**src/rtl/core_fetch_unit.sv**
```systemverilog
// Purpose : RV32 instruction fetch; owns the PC, issues word fetches, buffers {instr, pc} in a 2-entry FIFO.
// Latency : fetch issued one cycle after IDLE; instruction visible one cycle after its rvalid edge.
// Backpres: no new fetch while the FIFO holds 2 entries or a fetch is outstanding; redirect flushes.
module core_fetch_unit #(
   parameter int                        MEM_ADDR_WIDTH = 10,
   parameter int                        DATA_WIDTH     = 32,
   parameter logic [MEM_ADDR_WIDTH-1:0] RESET_PC       = '0
) (
   input  logic                      clk,
   input  logic                      rst_n,
   output logic                      imem_req_o,
   output logic [MEM_ADDR_WIDTH-1:0] imem_addr_o,
   input  logic                      imem_gnt_i,
   input  logic                      imem_rvalid_i,
   input  logic [DATA_WIDTH-1:0]     imem_rdata_i,
   output logic                      instr_valid_o,
   output logic [DATA_WIDTH-1:0]     instr_o,
   output logic [MEM_ADDR_WIDTH-1:0] instr_pc_o,
   input  logic                      instr_ready_i,
   input  logic                      redirect_i,
   input  logic [MEM_ADDR_WIDTH-1:0] redirect_pc_i
);

   localparam int AW = MEM_ADDR_WIDTH;

   // Word alignment: low two address bits are always forced to zero.
   localparam logic [AW-1:0] ALIGN_MASK    = {{(AW-2){1'b1}}, 2'b00};
   localparam logic [AW-1:0] RESET_PC_ALGN = RESET_PC & ALIGN_MASK;
   localparam logic [AW-1:0] PC_STEP       = AW'(4);

   typedef enum logic [1:0] {
      S_IDLE  = 2'd0,
      S_FETCH = 2'd1,
      S_WAIT  = 2'd2
   } state_e;

   state_e              state_q;
   logic [AW-1:0]       pc_q;
   logic [AW-1:0]       req_pc_q;
   logic                discard_q;

   logic [1:0]          count_q;
   logic [1:0]          count_d;
   logic                wr_ptr_q;
   logic                rd_ptr_q;
   logic [DATA_WIDTH-1:0] fifo_instr_q [2];
   logic [AW-1:0]       fifo_pc_q    [2];

   logic                fetch_gnt;
   logic                resp_vld;
   logic                push;
   logic                pop;
   logic [AW-1:0]       redirect_tgt;

   assign fetch_gnt    = (state_q == S_FETCH) && imem_gnt_i;
   assign resp_vld     = (state_q == S_WAIT) && imem_rvalid_i;
   // A redirect kills any push/pop on the same edge; stale or flagged responses never enter the FIFO.
   assign push         = resp_vld && !discard_q && !redirect_i;
   assign pop          = (count_q != 2'd0) && instr_ready_i && !redirect_i;
   assign redirect_tgt = redirect_pc_i & ALIGN_MASK;

   // Next FIFO occupancy; flush wins over everything.
   always_comb begin
      count_d = count_q;
      if (redirect_i) begin
         count_d = 2'd0;
      end else begin
         case ({push, pop})
            2'b10:   count_d = count_q + 2'd1;
            2'b01:   count_d = count_q - 2'd1;
            default: count_d = count_q;
         endcase
      end
   end

   // Fetch FSM: PC, request PC of the outstanding fetch, and stale-response discard flag.
   always_ff @(posedge clk or negedge rst_n) begin
      if (!rst_n) begin
         state_q   <= S_IDLE;
         pc_q      <= RESET_PC_ALGN;
         req_pc_q  <= '0;
         discard_q <= 1'b0;
      end else if (redirect_i) begin
         pc_q <= redirect_tgt;
         case (state_q)
            S_WAIT: begin
               if (imem_rvalid_i) begin
                  // Response lands on the redirect edge: drop it and fetch the target now.
                  state_q   <= S_FETCH;
                  discard_q <= 1'b0;
               end else begin
                  // Outstanding response belongs to the old path; swallow it when it arrives.
                  state_q   <= S_WAIT;
                  discard_q <= 1'b1;
               end
            end
            S_FETCH: begin
               if (imem_gnt_i) begin
                  // The old-path fetch was accepted this edge; its response must be dropped.
                  state_q   <= S_WAIT;
                  discard_q <= 1'b1;
               end else begin
                  state_q <= S_FETCH;
               end
            end
            default: begin
               state_q <= S_FETCH;
            end
         endcase
      end else begin
         case (state_q)
            S_IDLE: begin
               if (count_q <= 2'd1) begin
                  state_q <= S_FETCH;
               end
            end
            S_FETCH: begin
               if (imem_gnt_i) begin
                  req_pc_q <= pc_q;
                  pc_q     <= pc_q + PC_STEP;
                  state_q  <= S_WAIT;
               end
            end
            S_WAIT: begin
               if (imem_rvalid_i) begin
                  discard_q <= 1'b0;
                  // Only issue again if the FIFO can absorb the next response.
                  state_q   <= (count_d <= 2'd1) ? S_FETCH : S_IDLE;
               end
            end
            default: begin
               state_q <= S_IDLE;
            end
         endcase
      end
   end

   // Two-entry instruction FIFO with 1-bit wrap pointers; flush just resets the pointers.
   always_ff @(posedge clk or negedge rst_n) begin
      if (!rst_n) begin
         count_q         <= 2'd0;
         wr_ptr_q        <= 1'b0;
         rd_ptr_q        <= 1'b0;
         fifo_instr_q[0] <= '0;
         fifo_instr_q[1] <= '0;
         fifo_pc_q[0]    <= '0;
         fifo_pc_q[1]    <= '0;
      end else begin
         count_q <= count_d;
         if (redirect_i) begin
            wr_ptr_q <= 1'b0;
            rd_ptr_q <= 1'b0;
         end else begin
            if (push) begin
               fifo_instr_q[wr_ptr_q] <= imem_rdata_i;
               fifo_pc_q[wr_ptr_q]    <= req_pc_q;
               wr_ptr_q               <= ~wr_ptr_q;
            end
            if (pop) begin
               rd_ptr_q <= ~rd_ptr_q;
            end
         end
      end
   end

   // All outputs come straight from registers; no path from ready/redirect to the request side.
   assign imem_req_o    = (state_q == S_FETCH);
   assign imem_addr_o   = pc_q;
   assign instr_valid_o = (count_q != 2'd0);
   assign instr_o       = fifo_instr_q[rd_ptr_q];
   assign instr_pc_o    = fifo_pc_q[rd_ptr_q];

   // The issue rule keeps occupancy within two entries.
   a_no_overflow: assert property (@(posedge clk) disable iff (!rst_n)
      !(push && !pop && (count_q == 2'd2)));
   a_count_range: assert property (@(posedge clk) disable iff (!rst_n)
      count_q != 2'd3);

endmodule

```
**config.mk**
```make
export PLATFORM = sky130hd
export DESIGN_NAME = core_fetch_unit
export DESIGN_NICKNAME = d
export VERILOG_FILES = /design/src/rtl/core_fetch_unit.sv
export SDC_FILE = /design/constraint.sdc
export NUM_CORES = 1
export LEC_CHECK = 0
export CORE_ASPECT_RATIO = 0.6
export CORE_MARGIN = 2
export CORE_UTILIZATION = 50
export CTS_BUF_LIST = sky130_fd_sc_hd__clkbuf_4 sky130_fd_sc_hd__clkbuf_8 sky130_fd_sc_hd__clkbuf_16
export DETAILED_ROUTE_END_ITERATION = 12
export PLACE_DENSITY = 0.83
export SLEW_MARGIN = 20
export SYNTH_ARGS = -nofsm -noshare
export SYNTH_HDL_FRONTEND = slang
export SYNTH_SLANG_ARGS = --single-unit
```
**constraint.sdc**
```tcl
create_clock -name clk -period 4.67 [get_ports clk]
set_clock_uncertainty 0.1 [all_clocks]
set_input_delay 1.1675 -clock clk [delete_from_list [all_inputs] [get_ports clk]]
set_output_delay 1.1675 -clock clk [all_outputs]
set_load 0.005 [all_outputs]
```
==> metrics.txt, run 1 <==
Residual DRC=0; Post-CTS Resized=0; outcome=completed; Critical Path Sink Type=primary output; final worst setup slack=1100 ps; 1st-iter DRT viols=109; minimum clock period=3570 ps; largest vdd supply drop=0.263 mV; post-synth top area cell=dfrtp_1; WL final=9830 um; Mapped Area=4910 sq um; Post-CTS Setup Bufs=0; Layout Nets=497; Max FO, Critical Path=41; top_reg_cell synth=dfrtp_1; adder-cell share of the synthesized area=0.0229; Ant. Diodes=0; sequential fraction of the synthesis area=0.525; max-cap violations=0; Vias=2,999; largest net degree at the start of global routing=54; CTS Hold Bufs=0; vias in the first global route=3,142; Clock transition at path regs=70 ps; final setup TNS=0 ps; Worst-Skew Late Latency=340 ps; Mapped Cells=348; die area=10,700 sq um; Finish-stage setup viols=0; synthesis-to-finish area growth=27.7%; dpl ws=897 ps; footprint of the multi-input gates=2160 sq um; Max Freq=280 MHz; PortBufs=95; required time worst endpoint=3400 ps; CTS Buffer Depth=2; Leakage=2.92 nW; First-pass DRT Iterations=4; Yosys reg bits=103; worst slew pin tran=1020 ps; chip height=80.7 um; layout cell share with drive strength beyond 1=0.342; fraction of registers with async set/reset=1.00; Std-Cell Rows=27; xor-xnor portion of the synthesized cell area=0.0143; clk root buf=clkbuf_16; Overall Global Routing Usage=0.200; mux contribution to synthesized area=0.327; simple-gate portion of the synthesized area=0.0428; Final HPWL DP=6590 um; crit path DAT=2300 ps; Period Utilization, post-route=0.764; Power per Cell Area=533 nW/um^2; post-synth cell types=35; total gr overflow=0; CTS Sinks=103; TritonCTS Buffers=9; core area=9360 sq um; Mean Syn Cell Area=14.1 sq um; Min-Delay Path Class=flop to flop; H-Tree Level Count=3; wire per inst=17.1 um; largest family of logic cells by synthesized area=multiplexers; RSZ-0062 raised after global routing=no; Synth Area in Compound Gates=0.0298; fillers=696; Die X=132 um; Final ANT Viol Nets=0; # IOs=102; TritonCTS clock tree=built; Crit Path Category=flop to primary output; share of the synthesized area in the top cell type=0.525; DR vias/cell=5.22; Reg area=2580 sq um; initial core utilization=0.525; top post-synthesis cells by area=dfrtp_1 53%, mux2_2 20%, mux2_4 13%, ha_1 2.3%, o21ai_0 1.5%; Fin. Hold Viols=0; GPL Wtd Cong=0.841; final slew viol count=0; headroom to the max-slew limit=0.318; global-route wire length before repair=16,500 um; Post-synth EDFFs=0; Worst setup SP type=flop; initial antenna violation count=0; Synth Warn #=0
-- routing by layer --
| metal | global-route usage | vias to the layer above | part of all wire |
|---|---|---|---|
| met5 | 0 | - | 0 |
| li1 | - | 1396 | - |
| met3 | 0.0687 | 10 | 0.063 |
| met4 | 0.0489 | 0 | 0.0090 |
| met1 | 0.273 | 1509 | 0.48 |
| met2 | 0.313 | 84 | 0.45 |
-- power breakdown --
part	total [mW]	internal (mW)	leakage [nW]	switching, mW
logic	1.15	0.782	1.42	0.364
clock network	0.837	0.519	0.158	0.318
registers	1.36	1.18	1.34	0.177
total	3.34	2.48	2.92	0.859
-- cells by family (layout without fill, tap and decap cells) --
group           after synthesis  after routing
simple gates                 42             42
flops                       103            103
buf+inv                      31            124
other cells                   1              4
mux                         129            129
fa+ha+maj                     9              9
compound gates               25             25
xor+xnor                      8              8
-- registers in the layout, indices dropped and copies added (netlist names) --
register      flops
count_q           2
rd_ptr_q          1
fifo_pc_q        16
state_q           2
discard_q         1
fifo_instr_q     64
req_pc_q          8
wr_ptr_q          1
imem_addr_o       8
-- Yosys cell counts, types with 4 or more instances --
| library cell | instances |
|---|---|
| buf_4 | 8 |
| buf_6 | 5 |
| clkbuf_1 | 5 |
| dfrtp_1 | 103 |
| ha_1 | 9 |
| inv_1 | 9 |
| mux2_2 | 86 |
| mux2_4 | 41 |
| nand2_1 | 18 |
| nand3_1 | 4 |
| nor2_1 | 6 |
| o21ai_0 | 15 |
| xnor2_1 | 7 |
-- final timing paths --
check | start | endpoint | slack [ps] | cells after the start
max | rd_ptr_q$_DFFE_PN0P_ | instr_pc_o[8] | 1100 | 2
min | fifo_instr_q[39]$_DFFE_PN0P_ | fifo_instr_q[39]$_DFFE_PN0P_ | 400 | 1
max reg2reg | state_q[0]$_DFFE_PN0P_ | state_q[0]$_DFFE_PN0P_ | 1840 | 9
min reg2reg | fifo_instr_q[39]$_DFFE_PN0P_ | fifo_instr_q[39]$_DFFE_PN0P_ | 400 | 1
max in group asynchronous | rst_n | fifo_instr_q[34]$_DFFE_PN0P_ | 2890 | 2
min in group asynchronous | rst_n | fifo_pc_q[12]$_DFFE_PN0P_ | 750 | 1
-- placed cells by master (no fill, tap or decap), types with 2 or more instances in the layout --
cell type	synthesis	layout
ha_1	9	9
dfrtp_1	103	102
a21oi_1	3	3
nor2_1	6	6
inv_1	9	9
mux2_2	86	86
clkdlybuf4s50_1	0	94
o21ai_0	15	15
clkinvlp_4	0	2
conb_1	1	4
a31oi_1	2	2
nand2_1	18	18
nand2b_1	2	2
bufinv_16	0	3
mux2i_1	2	2
nand4_1	2	2
nor2b_1	2	2
clkbuf_16	0	9
nor3_1	2	2
nand3_1	4	4
mux2_4	41	41
buf_4	8	4
xnor2_1	7	7
-- metrics by stage --
step | total power [mW] | cells | hold slack, ps | util | instance area, sq um
global route | 3.53 | 574 | 420 | 0.670 | 6270
detailed placement | 2.52 | 559 | 389 | 0.634 | 5930
finish | 3.34 | 574 | 404 | 0.670 | 6270
CTS | 3.38 | 574 | 408 | 0.670 | 6270
global placement | 2.47 | 559 | 384 | 0.634 | 5930
floorplan | 1.94 | 351 | 366 | - | 4920
-- layout make-up --
cell class / count / share of cell area
Tap cell: 130 / 0.0259
Multi-Input combinational cell: 217 / 0.345
Sequential cell: 103 / 0.411
Timing Repair Buffer: 99 / 0.158
Inverter: 10 / 0.00599
Clock buffer: 9 / 0.0359
Clock inverter: 6 / 0.0176
-- critical path, stage by stage, from the launching register on --
cell,delay (ps)
dfrtp_2,1050
mux2_2,420
clkdlybuf4s50_1,490
Power figures use the tool's default switching activity.
==> inputs of run 2 (changes only) <==
==> constraint.sdc (replaced) <==
create_clock -name clk -period 3.73 [get_ports clk]
set_clock_uncertainty 0.1 [all_clocks]
set_input_delay 0.9325 -clock clk [delete_from_list [all_inputs] [get_ports clk]]
set_output_delay 0.9325 -clock clk [all_outputs]
set_load 0.005 [all_outputs]
==> metrics.txt, run 2 (synthesis gave the netlist of run 1 again) <==
outcome=completed; die area=10,700 sq um (unchanged); clk root buf=clkbuf_16; Worst setup SP type=flop; Std-Cell Rows=27 (unchanged); R2R cell count=9 (unchanged); most common cell after layout, fill and taps aside=dfrtp_1; Crit Path Category=flop to primary output; Fin. Hold Viols=0 (unchanged); fillers=676 (-2.9%); # IOs=102 (unchanged); core area=9360 sq um (unchanged); crit path DAT=2140 ps (-160 ps); CTS Hold Bufs=0 (unchanged); TritonCTS clock tree=built; Worst-Skew Late Latency=340 ps (about the same); R2R Path Start=state_q[0]$_DFFE_PN0P_; 1st-iter DRT viols=63 (-42%); R2R setup slack=880 ps (-960 ps); Die X=132 um (unchanged); max incr delay on CP=690 ps (-360 ps); Reg area=2580 sq um (unchanged); crit path max-delay cell type=dfrtp_2; H-Tree Level Count=3 (unchanged); Clock transition at path regs=70 ps (about the same); RSZ-0062 raised after global routing=no; Layout Nets=499 (+0.40%); Vias=3,037 (+1.3%); First-pass DRT Iterations=4 (unchanged); Largest Register=fifo_instr_q; Finish-stage setup viols=0 (unchanged); CP cell instances=buf_12, mux2_2, clkdlybuf4s50_1; fin util=0.670 (about the same); largest vdd supply drop=0.310 mV (+18%); Post-CTS Setup Bufs=0 (unchanged); synthesis-to-finish area growth=27.8% (about the same); Critical Path Sink Type=primary output; worst slew pin tran=722 ps (-301 ps); minimum clock period=3170 ps; max reg flops=64 (unchanged); footprint of the multi-input gates=2160 sq um (unchanged); commonest non-fill, non-tap cells in the layout=102 x dfrtp_1, 94 x clkdlybuf4s50_1, 86 x mux2_2; Power per Cell Area=651 nW/um^2 (+22%); Leakage=2.93 nW (+0.21%); TritonCTS Buffers=9 (unchanged); Period Utilization, post-route=0.851; Overall Global Routing Usage=0.211 (+0.0110); max-cap violations=0 (unchanged); GPL Wtd Cong=0.803 (-4.5%); Residual DRC=0 (unchanged); final slew viol count=0 (unchanged); initial antenna violation count=0 (unchanged); Post-CTS Resized=0 (unchanged); final setup TNS=0 ps (unchanged); PortBufs=95 (unchanged); Worst R2R End=state_q[0]$_DFFE_PN0P_; Setup crit end=instr_pc_o[8]; largest net degree at the start of global routing=58 (+7.4%); biggest regs=fifo_instr_q x64, fifo_pc_q x16; WL final=10,100 um (+3.2%); total gr overflow=0 (unchanged); global-route wire length before repair=17,400 um (+5.6%); critical path startpoint=rd_ptr_q$_DFFE_PN0P_; design area=6270 sq um (about the same); vias in the first global route=3,351 (+6.7%); DP Area=5990 sq um (+0.89%); layout cell share with drive strength beyond 1=0.344 (+0.00148); required time worst endpoint=2700 ps (-700 ps); Final HPWL DP=6990 um (+6.1%); CTS Sinks=103 (unchanged); DR vias/cell=5.28 (+1.1%); headroom to the max-slew limit=0.518 (+0.201); Max Freq=315 MHz; chip height=80.7 um (unchanged); Ant. Diodes=0 (unchanged); wire per inst=17.6 um (+3.0%); Min-Delay Path Class=flop to flop; CTS Buffer Depth=2 (unchanged); hold_sp=fifo_instr_q[59]$_DFFE_PN0P_; Max FO, Critical Path=23 (-44%); Final ANT Viol Nets=0 (unchanged); initial core utilization=0.525 (unchanged)
==> run 2: report_power, final <==
group / total, mW / leakage, nW / internal, mW / switching [mW]
Clock: 0.926 / 0.140 / 0.529 / 0.397
Combinational: 1.46 / 1.44 / 0.985 / 0.478
Sequential: 1.69 / 1.34 / 1.48 / 0.217
Total: 4.08 / 2.93 / 2.99 / 1.09
==> run 2: final cells by class <==
class,count,area share
sequential,103,0.411
clock inverter,4,0.00758
inverter,10,0.00598
timing repair buffer,101,0.166
multi-input combinational,217,0.345
tap,130,0.0259
clock buffer,10,0.0381
==> run 2: worst min-delay path by stage <==
stage | to | slack (ps) | depth (start not counted)
finish | fifo_instr_q[59]$_DFFE_PN0P_ | 400 | 1
global route | fifo_instr_q[62]$_DFFE_PN0P_ | 420 | 1
CTS | fifo_instr_q[59]$_DFFE_PN0P_ | 410 | 1
detailed placement | fifo_pc_q[9]$_DFFE_PN0P_ | 390 | 1
global placement | fifo_instr_q[42]$_DFFE_PN0P_ | 390 | 1
floorplan | req_pc_q[4]$_DFFE_PN0P_ | 370 | 2
==> run 2: worst max-delay path, delay by kind of cell (launching register included) <==
family,cells,cell delay (ps)
buffers and inverters,2,740
DFF,1,690
muxes,1,360
==> run 2: stage by stage <==
stage	power, mW	hold WS [ps]	std cells	setup slack, ps
2_1_floorplan	2.43	366	351	822
3_3_place_gp	3.10	385	561	271
3_5_place_dp	3.18	389	561	238
4_1_cts	4.13	407	575	541
5_1_grt	4.34	424	575	465
6_report	4.08	403	575	557
==> run 2: layer usage <==
metal / GRT usage / vias to the layer above / wire length (um)
met3: 0.0743 / 10 / 799
li1: - / 1400 / -
met4: 0.0554 / 0 / 131
met1: 0.273 / 1526 / 4610
met5: 0 / - / 0
met2: 0.345 / 101 / 4600
